## config.mk

```make
export PLATFORM = sky130hd
export DESIGN_NAME = cfi_violation_ctrl
export DESIGN_NICKNAME = d
export VERILOG_FILES = /design/src/rtl/cfi_violation_ctrl_pkg.sv /design/src/rtl/cfi_violation_ctrl_rr_arbiter.sv /design/src/rtl/cfi_violation_ctrl.sv
export SDC_FILE = /design/constraint.sdc
export NUM_CORES = 1
export LEC_CHECK = 0
export BUFFER_PORTS_ARGS = -buffer_cell sky130_fd_sc_hd__buf_2
export CORE_UTILIZATION = 40
export CTS_CLUSTER_DIAMETER = 200
export DETAILED_ROUTE_END_ITERATION = 8
export PLACE_DENSITY_LB_ADDON = 0.15
export SYNTH_ARGS = -nofsm -noshare
export SYNTH_HDL_FRONTEND = slang
export SYNTH_SLANG_ARGS = --single-unit
```

## constraint.sdc

```tcl
create_clock -name clk_i -period 9.2 [get_ports clk_i]
set_input_delay 1.84 -clock clk_i [delete_from_list [all_inputs] [get_ports clk_i]]
set_output_delay 1.84 -clock clk_i [all_outputs]
set_load 0.005 [all_outputs]
```

## src/rtl/cfi_violation_ctrl_pkg.sv

```systemverilog
// Shared types for the CFI violation controller: mode encoding, checker
// source indices, controller FSM states and the reported exception cause.
package cfi_violation_ctrl_pkg;

    typedef enum logic [1:0] {
        CFI_OFF     = 2'd0,
        CFI_COUNT   = 2'd1,
        CFI_ENFORCE = 2'd2,
        CFI_RSVD    = 2'd3
    } cfi_mode_e;

    localparam int CFI_SRC_CALL = 0;
    localparam int CFI_SRC_RET  = 1;

    // Cause value of riscv::BREAKPOINT.
    localparam int unsigned CFI_CAUSE_BREAKPOINT = 32'd3;

    typedef enum logic [1:0] {
        ST_IDLE   = 2'd0,
        ST_REPORT = 2'd1,
        ST_DRAIN  = 2'd2
    } ctrl_state_e;

    // The reserved encoding behaves exactly like ENFORCE.
    function automatic logic mode_enforce(input cfi_mode_e m);
        return (m == CFI_ENFORCE) || (m == CFI_RSVD);
    endfunction

endpackage

```

## src/rtl/cfi_violation_ctrl_rr_arbiter.sv

```systemverilog
// Round-robin picker: grants the first set request at or after the pointer,
// wrapping around the source vector.
module cfi_rr_arbiter #(
    parameter  int N  = 2,
    localparam int IW = (N > 1) ? $clog2(N) : 1
) (
    input  logic [N-1:0]  req_i,
    input  logic [IW-1:0] ptr_i,
    output logic [N-1:0]  gnt_o,
    output logic [IW-1:0] idx_o,
    output logic          any_o
);

    always_comb begin
        int j;
        j     = 0;
        gnt_o = '0;
        idx_o = '0;
        any_o = 1'b0;
        for (int i = 0; i < N; i++) begin
            j = int'(ptr_i) + i;
            if (j >= N) j = j - N;
            if (!any_o && req_i[j]) begin
                any_o    = 1'b1;
                gnt_o[j] = 1'b1;
                idx_o    = IW'(j);
            end
        end
    end

endmodule

```

## src/rtl/cfi_violation_ctrl.sv

```systemverilog
// CFI violation controller: mode register, saturating violation counter and
// round-robin reporting of checker violations to the commit exception path.
module cfi_violation_ctrl
    import cfi_violation_ctrl_pkg::*;
#(
    parameter  int NR_SOURCES   = 2,
    parameter  int CNT_WIDTH    = 16,
    parameter  int DRAIN_CYCLES = 4,
    parameter  int XLEN         = 64,
    localparam int SRC_W        = (NR_SOURCES > 1) ? $clog2(NR_SOURCES) : 1
) (
    input  logic                             clk_i,
    input  logic                             rst_i,
    input  logic                             csr_we_i,
    input  logic [1:0]                       csr_wdata_i,
    output logic [1:0]                       mode_o,
    output logic                             csr_en_o,
    input  logic [NR_SOURCES-1:0]            src_req_i,
    input  logic [NR_SOURCES-1:0][XLEN-1:0]  src_tval_i,
    input  logic                             flush_i,
    output logic                             ex_valid_o,
    input  logic                             ex_ready_i,
    output logic [XLEN-1:0]                  ex_cause_o,
    output logic [XLEN-1:0]                  ex_tval_o,
    output logic [SRC_W-1:0]                 ex_src_o,
    output logic [CNT_WIDTH-1:0]             viol_cnt_o,
    output logic                             cnt_sat_o,
    output logic                             busy_o
);

    localparam int DRN_W = (DRAIN_CYCLES > 0) ? $clog2(DRAIN_CYCLES + 1) : 1;
    localparam logic [CNT_WIDTH-1:0] CNT_MAX = {CNT_WIDTH{1'b1}};

    cfi_mode_e                        mode_q;
    logic                             en_q;
    logic [CNT_WIDTH-1:0]             cnt_q, cnt_d;
    logic                             sat_q, sat_d;
    ctrl_state_e                      state_q, state_d;
    logic [DRN_W-1:0]                 drain_q, drain_d;
    logic [NR_SOURCES-1:0]            pend_q, pend_d;
    logic [SRC_W-1:0]                 ptr_q, ptr_d;
    logic [NR_SOURCES-1:0][XLEN-1:0]  tval_q, tval_d;
    logic [XLEN-1:0]                  ex_tval_q, ex_tval_d;
    logic [XLEN-1:0]                  ex_cause_q, ex_cause_d;
    logic [SRC_W-1:0]                 ex_src_q, ex_src_d;
    logic [CNT_WIDTH:0]               cnt_sum;
    logic [NR_SOURCES-1:0]            new_req;
    logic                             clear_all;

    logic [NR_SOURCES-1:0] arb_gnt;
    logic [SRC_W-1:0]      arb_idx;
    logic                  arb_any;

    cfi_rr_arbiter #(.N(NR_SOURCES)) u_arb (
        .req_i (pend_q),
        .ptr_i (ptr_q),
        .gnt_o (arb_gnt),
        .idx_o (arb_idx),
        .any_o (arb_any)
    );

    // Counting runs in every FSM state; only the mode gates it.
    always_comb begin
        cnt_sum = {1'b0, cnt_q};
        if (mode_q != CFI_OFF) begin
            for (int i = 0; i < NR_SOURCES; i++) begin
                cnt_sum = cnt_sum + {{CNT_WIDTH{1'b0}}, src_req_i[i]};
            end
        end
        if (cnt_sum >= {1'b0, CNT_MAX}) begin
            cnt_d = CNT_MAX;
            sat_d = 1'b1;
        end else begin
            cnt_d = cnt_sum[CNT_WIDTH-1:0];
            sat_d = sat_q;
        end
    end

    always_comb begin
        state_d    = state_q;
        drain_d    = drain_q;
        ptr_d      = ptr_q;
        tval_d     = tval_q;
        ex_tval_d  = ex_tval_q;
        ex_cause_d = ex_cause_q;
        ex_src_d   = ex_src_q;
        pend_d     = pend_q;
        clear_all  = 1'b0;

        // Requests during DRAIN belong to instructions that are being flushed.
        new_req = (mode_enforce(mode_q) && state_q != ST_DRAIN) ? src_req_i : '0;
        for (int i = 0; i < NR_SOURCES; i++) begin
            if (new_req[i]) tval_d[i] = src_tval_i[i];
        end

        case (state_q)
            ST_IDLE: begin
                if (arb_any) begin
                    ex_tval_d  = tval_q[arb_idx];
                    ex_src_d   = arb_idx;
                    ex_cause_d = XLEN'(CFI_CAUSE_BREAKPOINT);
                    pend_d     = pend_q & ~arb_gnt;
                    ptr_d      = (arb_idx == SRC_W'(NR_SOURCES - 1)) ? '0 : arb_idx + SRC_W'(1);
                    state_d    = ST_REPORT;
                end
            end
            ST_REPORT: begin
                if (flush_i) begin
                    clear_all = 1'b1;
                    state_d   = ST_IDLE;
                end else if (ex_ready_i) begin
                    drain_d = DRN_W'(DRAIN_CYCLES);
                    state_d = ST_DRAIN;
                end
            end
            ST_DRAIN: begin
                if (flush_i) begin
                    clear_all = 1'b1;
                    state_d   = ST_IDLE;
                end else if (drain_q <= DRN_W'(1)) begin
                    drain_d = '0;
                    state_d = ST_IDLE;
                end else begin
                    drain_d = drain_q - DRN_W'(1);
                end
            end
            default: state_d = ST_IDLE;
        endcase

        pend_d = clear_all ? '0 : (pend_d | new_req);
    end

    always_ff @(posedge clk_i or posedge rst_i) begin
        if (rst_i) begin
            mode_q     <= CFI_OFF;
            en_q       <= 1'b0;
            cnt_q      <= '0;
            sat_q      <= 1'b0;
            state_q    <= ST_IDLE;
            drain_q    <= '0;
            pend_q     <= '0;
            ptr_q      <= '0;
            tval_q     <= '0;
            ex_tval_q  <= '0;
            ex_cause_q <= '0;
            ex_src_q   <= '0;
        end else begin
            if (csr_we_i) begin
                mode_q <= cfi_mode_e'(csr_wdata_i);
                en_q   <= |csr_wdata_i;
            end
            cnt_q      <= cnt_d;
            sat_q      <= sat_d;
            state_q    <= state_d;
            drain_q    <= drain_d;
            pend_q     <= pend_d;
            ptr_q      <= ptr_d;
            tval_q     <= tval_d;
            ex_tval_q  <= ex_tval_d;
            ex_cause_q <= ex_cause_d;
            ex_src_q   <= ex_src_d;
        end
    end

    assign mode_o     = mode_q;
    assign csr_en_o   = en_q;
    assign viol_cnt_o = cnt_q;
    assign cnt_sat_o  = sat_q;
    assign ex_valid_o = (state_q == ST_REPORT);
    assign busy_o     = (state_q != ST_IDLE);
    assign ex_tval_o  = ex_tval_q;
    assign ex_cause_o = ex_cause_q;
    assign ex_src_o   = ex_src_q;

endmodule

```

==> flow_metrics.py <==
metrics = {
    "outcome": {
        "status": "complete, no violations",
    },
    "timing": {
        "fin_worst_skew_ns": 0.0114,
        "setup_viol": 0,
        "max_freq_ghz": 0.280,
        "hold_viol": 0,
        "whs_ns": 0.469,
        "fin_crit_ns": 3.57,
        "tns_ns": 0,
        "relSlewSlack_pct": 30.4,
        "finalCritPeriodShare_pct": 38.8,
        "slew_violations": 0,
        "layout_setup_ws_ns": 5.63,
        "tightest_slew_ns": 1.04,
        "grt_setup_unrepaired": "no",
    },
    "hold_path": {
        "hold_class": "reg -> reg",
        "hp-start": "ex_src_o",
        "holdPathEnd": "ex_src_o",
        "holdPathStages": 1,
    },
    "global_routing": {
        "grt_first_pass_wirelength_um": 34100,
        "overflow": 0,
        "grt_max_degree": 95,
        "grt_pass1_vias": 6108,
        "antenna_found_initial": 4,
        "grt_use_total_pct": 18.0,
    },
    "synthesis": {
        "synthCells": 715,
        "ys_ff_latch": 222,
        "async_flop_share_pct": 100,
        "yosys_most_used_dff": "dfrtp_1",
        "yosysUniqueCellTypes": 43,
        "ys_seq_area_share_pct": 59.3,
        "synth_edf_count": 0,
        "ys_warn_count": 0,
        "avgSynthCellArea_um2": 13.1,
        "syn-cell-area_mm2": 0.00937,
    },
    "clock_tree": {
        "cts_tree": "built",
        "clk_latency_ns": 0.51,
        "cts.path.max_buffers": 3,
        "path_clk_slew_ns": 0.06,
        "ctsResizeCount": 0,
        "postCtsSetupRepairBufs": 0,
        "ctsHoldBuffers": 0,
        "cts_buffers": 25,
        "cts-root-buf": "clkbuf_16",
        "cts_sinks": 222,
        "htree_levels": 1,
    },
    "power": {
        "ir_drop_uv": 178,
        "p_leak_uw": 0.00580,
        "p_per_area_mw_per_mm2": 317,
    },
    "layout": {
        "nFillCells": 2039,
        "finish.utilization_pct": 50.2,
        "fin_nets": 1076,
        "area_growth_pct": 22.0,
        "layout-drive-gt1-share_pct": 43.6,
        "finalInstanceArea_mm2": 0.0114,
    },
    "placement": {
        "place.gp.congestion": 0.801,
        "dp_hpwl_um": 13300,
        "postPlaceCellArea_mm2": 0.0106,
        "dp_slack_ns": 5.10,
        "portBuffers": 225,
    },
    "setup_path": {
        "rr_startpoint": "state_q[1]",
        "reg2reg_to": "ex_tval_o[22]",
        "worst_setup_path_end_kind": "flip-flop",
        "slowest_delay_ns": 0.57,
        "cp_max_fo": 15,
        "critical_path.top_delay_family": "simple AND/OR/NAND/NOR gates",
        "crit_required_ns": 9.61,
        "worstPathCellList": "buf_2 -> fa_1 -> ha_1 -> o2111ai_2 -> or2_1 -> nor3_2 -> nand4_1 -> o311ai_1",
        "startpoint_type": "input pin",
        "cp.arrival_ns": 3.98,
        "crit_buf_inv": 1,
        "r2r_cells": 7,
        "cp_slowest_cell": "nand4_1",
        "r2r_slack_ns": 6.64,
        "path_class": "in -> reg",
    },
    "drt": {
        "ant_nets": 0,
        "first_pass_iters": 7,
        "routed_wirelength_um": 21800,
        "vias": 6279,
        "drc_errors": 0,
        "wire_per_inst_um": 17.2,
        "viasPerCell": 4.97,
        "drt_iter0_drc": 481,
    },
    "floorplan": {
        "row_count": 55,
        "die_w_um": 155,
        "fp.dieArea_mm2": 0.0240,
        "initial_core_util_pct": 41.1,
        "num_io_pins": 288,
        "core-area_mm2": 0.0228,
        "die_h_um": 155,
    },
    "run": {
        "drv_cap": 0,
    },
}
## state kept, by name, summed over array words and instances (netlist names)
signal,flops
viol_cnt_o,16
csr_en_o,1
ex_src_o,1
state_q,2
pend_q,2
ptr_q,1
drain_q,3
ex_tval_o,64
ex_cause_o,1
cnt_sat_o,1
tval_q,128
mode_o,2
## power breakdown
| part | internal [µW] | total (µW) | switching [µW] |
|---|---|---|---|
| clock | 630 | 1020 | 391 |
| combinational | 508 | 1040 | 533 |
| sequential | 1350 | 1560 | 210 |
| total | 2480 | 3620 | 1130 |
## per-stage QoR
stage	total power (µW)	std cells
CTS	3670	1263
detailed placement	2630	1218
global placement	2600	1218
global route	3860	1263
floorplan	2230	776
finish	3620	1264
## cell families after synthesis
family | after synthesis | synth area share, %
multiplexers | 133 | 16.0
other | 1 | 0.0400
AND/OR/NAND/NOR | 64 | 3.35
adder cells (fa/ha/maj) | 7 | 1.02
flip-flops | 222 | 59.3
AO/OA/AOI/OAI | 98 | 9.28
buffers and inverters | 178 | 9.91
XOR/XNOR | 12 | 1.12
## routing by layer
metal / up-vias / track usage, % / wire length [µm]
li1: 2872 / - / -
met1: 3116 / 24.2 / 9550
met2: 253 / 27.9 / 9900
met3: 32 / 5.65 / 1850
met4: 6 / 4.86 / 461
met5: - / 0 / 34
## cells in the mapped netlist, drive strengths merged (2+ instances only)
cell | instances | area share (%)
a222oi | 64 | 6.8
buf | 84 | 6.1
a21oi | 5 | 0.27
xor2 | 6 | 0.56
nand4 | 6 | 0.40
nor3 | 2 | 0.21
and3 | 3 | 0.20
nor2b | 3 | 0.20
ha | 6 | 0.80
a22oi | 2 | 0.16
mux2 | 131 | 16
nand2b | 4 | 0.27
clkbuf | 19 | 0.76
nand2 | 28 | 1.1
nand3 | 5 | 0.27
a21o | 2 | 0.16
xnor2 | 6 | 0.56
dfrtp | 222 | 59
mux2i | 2 | 0.21
inv | 75 | 3.0
a31oi | 4 | 0.27
o21ai | 10 | 0.53
nor2 | 9 | 0.36
## worst max path at each step
stage                      start   endpoint  slack [ns]  cells past startpoint
floorplan                  rst_i  cnt_sat_o        1.28                      1
global placement    src_req_i[0]  cnt_sat_o        5.12                      8
detailed placement  src_req_i[0]  cnt_sat_o        5.10                      8
CTS                 src_req_i[0]  cnt_sat_o        5.63                      8
global route        src_req_i[0]  cnt_sat_o        5.44                      8
finish              src_req_i[0]  cnt_sat_o        5.63                      8
## layout by cell type (no fill, tap or decap), drive strengths merged, types with 3 or more instances in the layout
cell type  count
and3           3
nor2b          3
buf          232
xnor2          6
ha             6
nand2b         4
nand4          6
a21oi          5
bufinv         3
a222oi        64
nand2         28
a31oi          4
nand3          5
mux2         131
dfrtp        222
clkbuf        34
inv           76
clkinv         5
nor2           9
xor2           6
conb          62
o21ai         10
## worst register-to-register path, stage by stage (launching register included)
cell and delay [ns]:
dfrtp_1 0.40, inv_1 0.10, ha_1 0.27, nand2_1 0.14
nor2_4 0.74, buf_4 0.57, a222oi_1 0.19, inv_1 0.09
## cell type report
| cell class | count | area [µm²] | area share (%) |
|---|---|---|---|
| clock inverter | 11 | 139 | 1.22 |
| antenna | 1 | 2.50 | 0.0219 |
| timing repair buffer | 232 | 1180 | 10.3 |
| sequential | 222 | 5560 | 48.6 |
| inverter | 75 | 289 | 2.53 |
| multi-input combinational | 376 | 3150 | 27.6 |
| clock buffer | 34 | 719 | 6.30 |
| tap | 313 | 392 | 3.43 |
(Power assumes the default switching activity.)
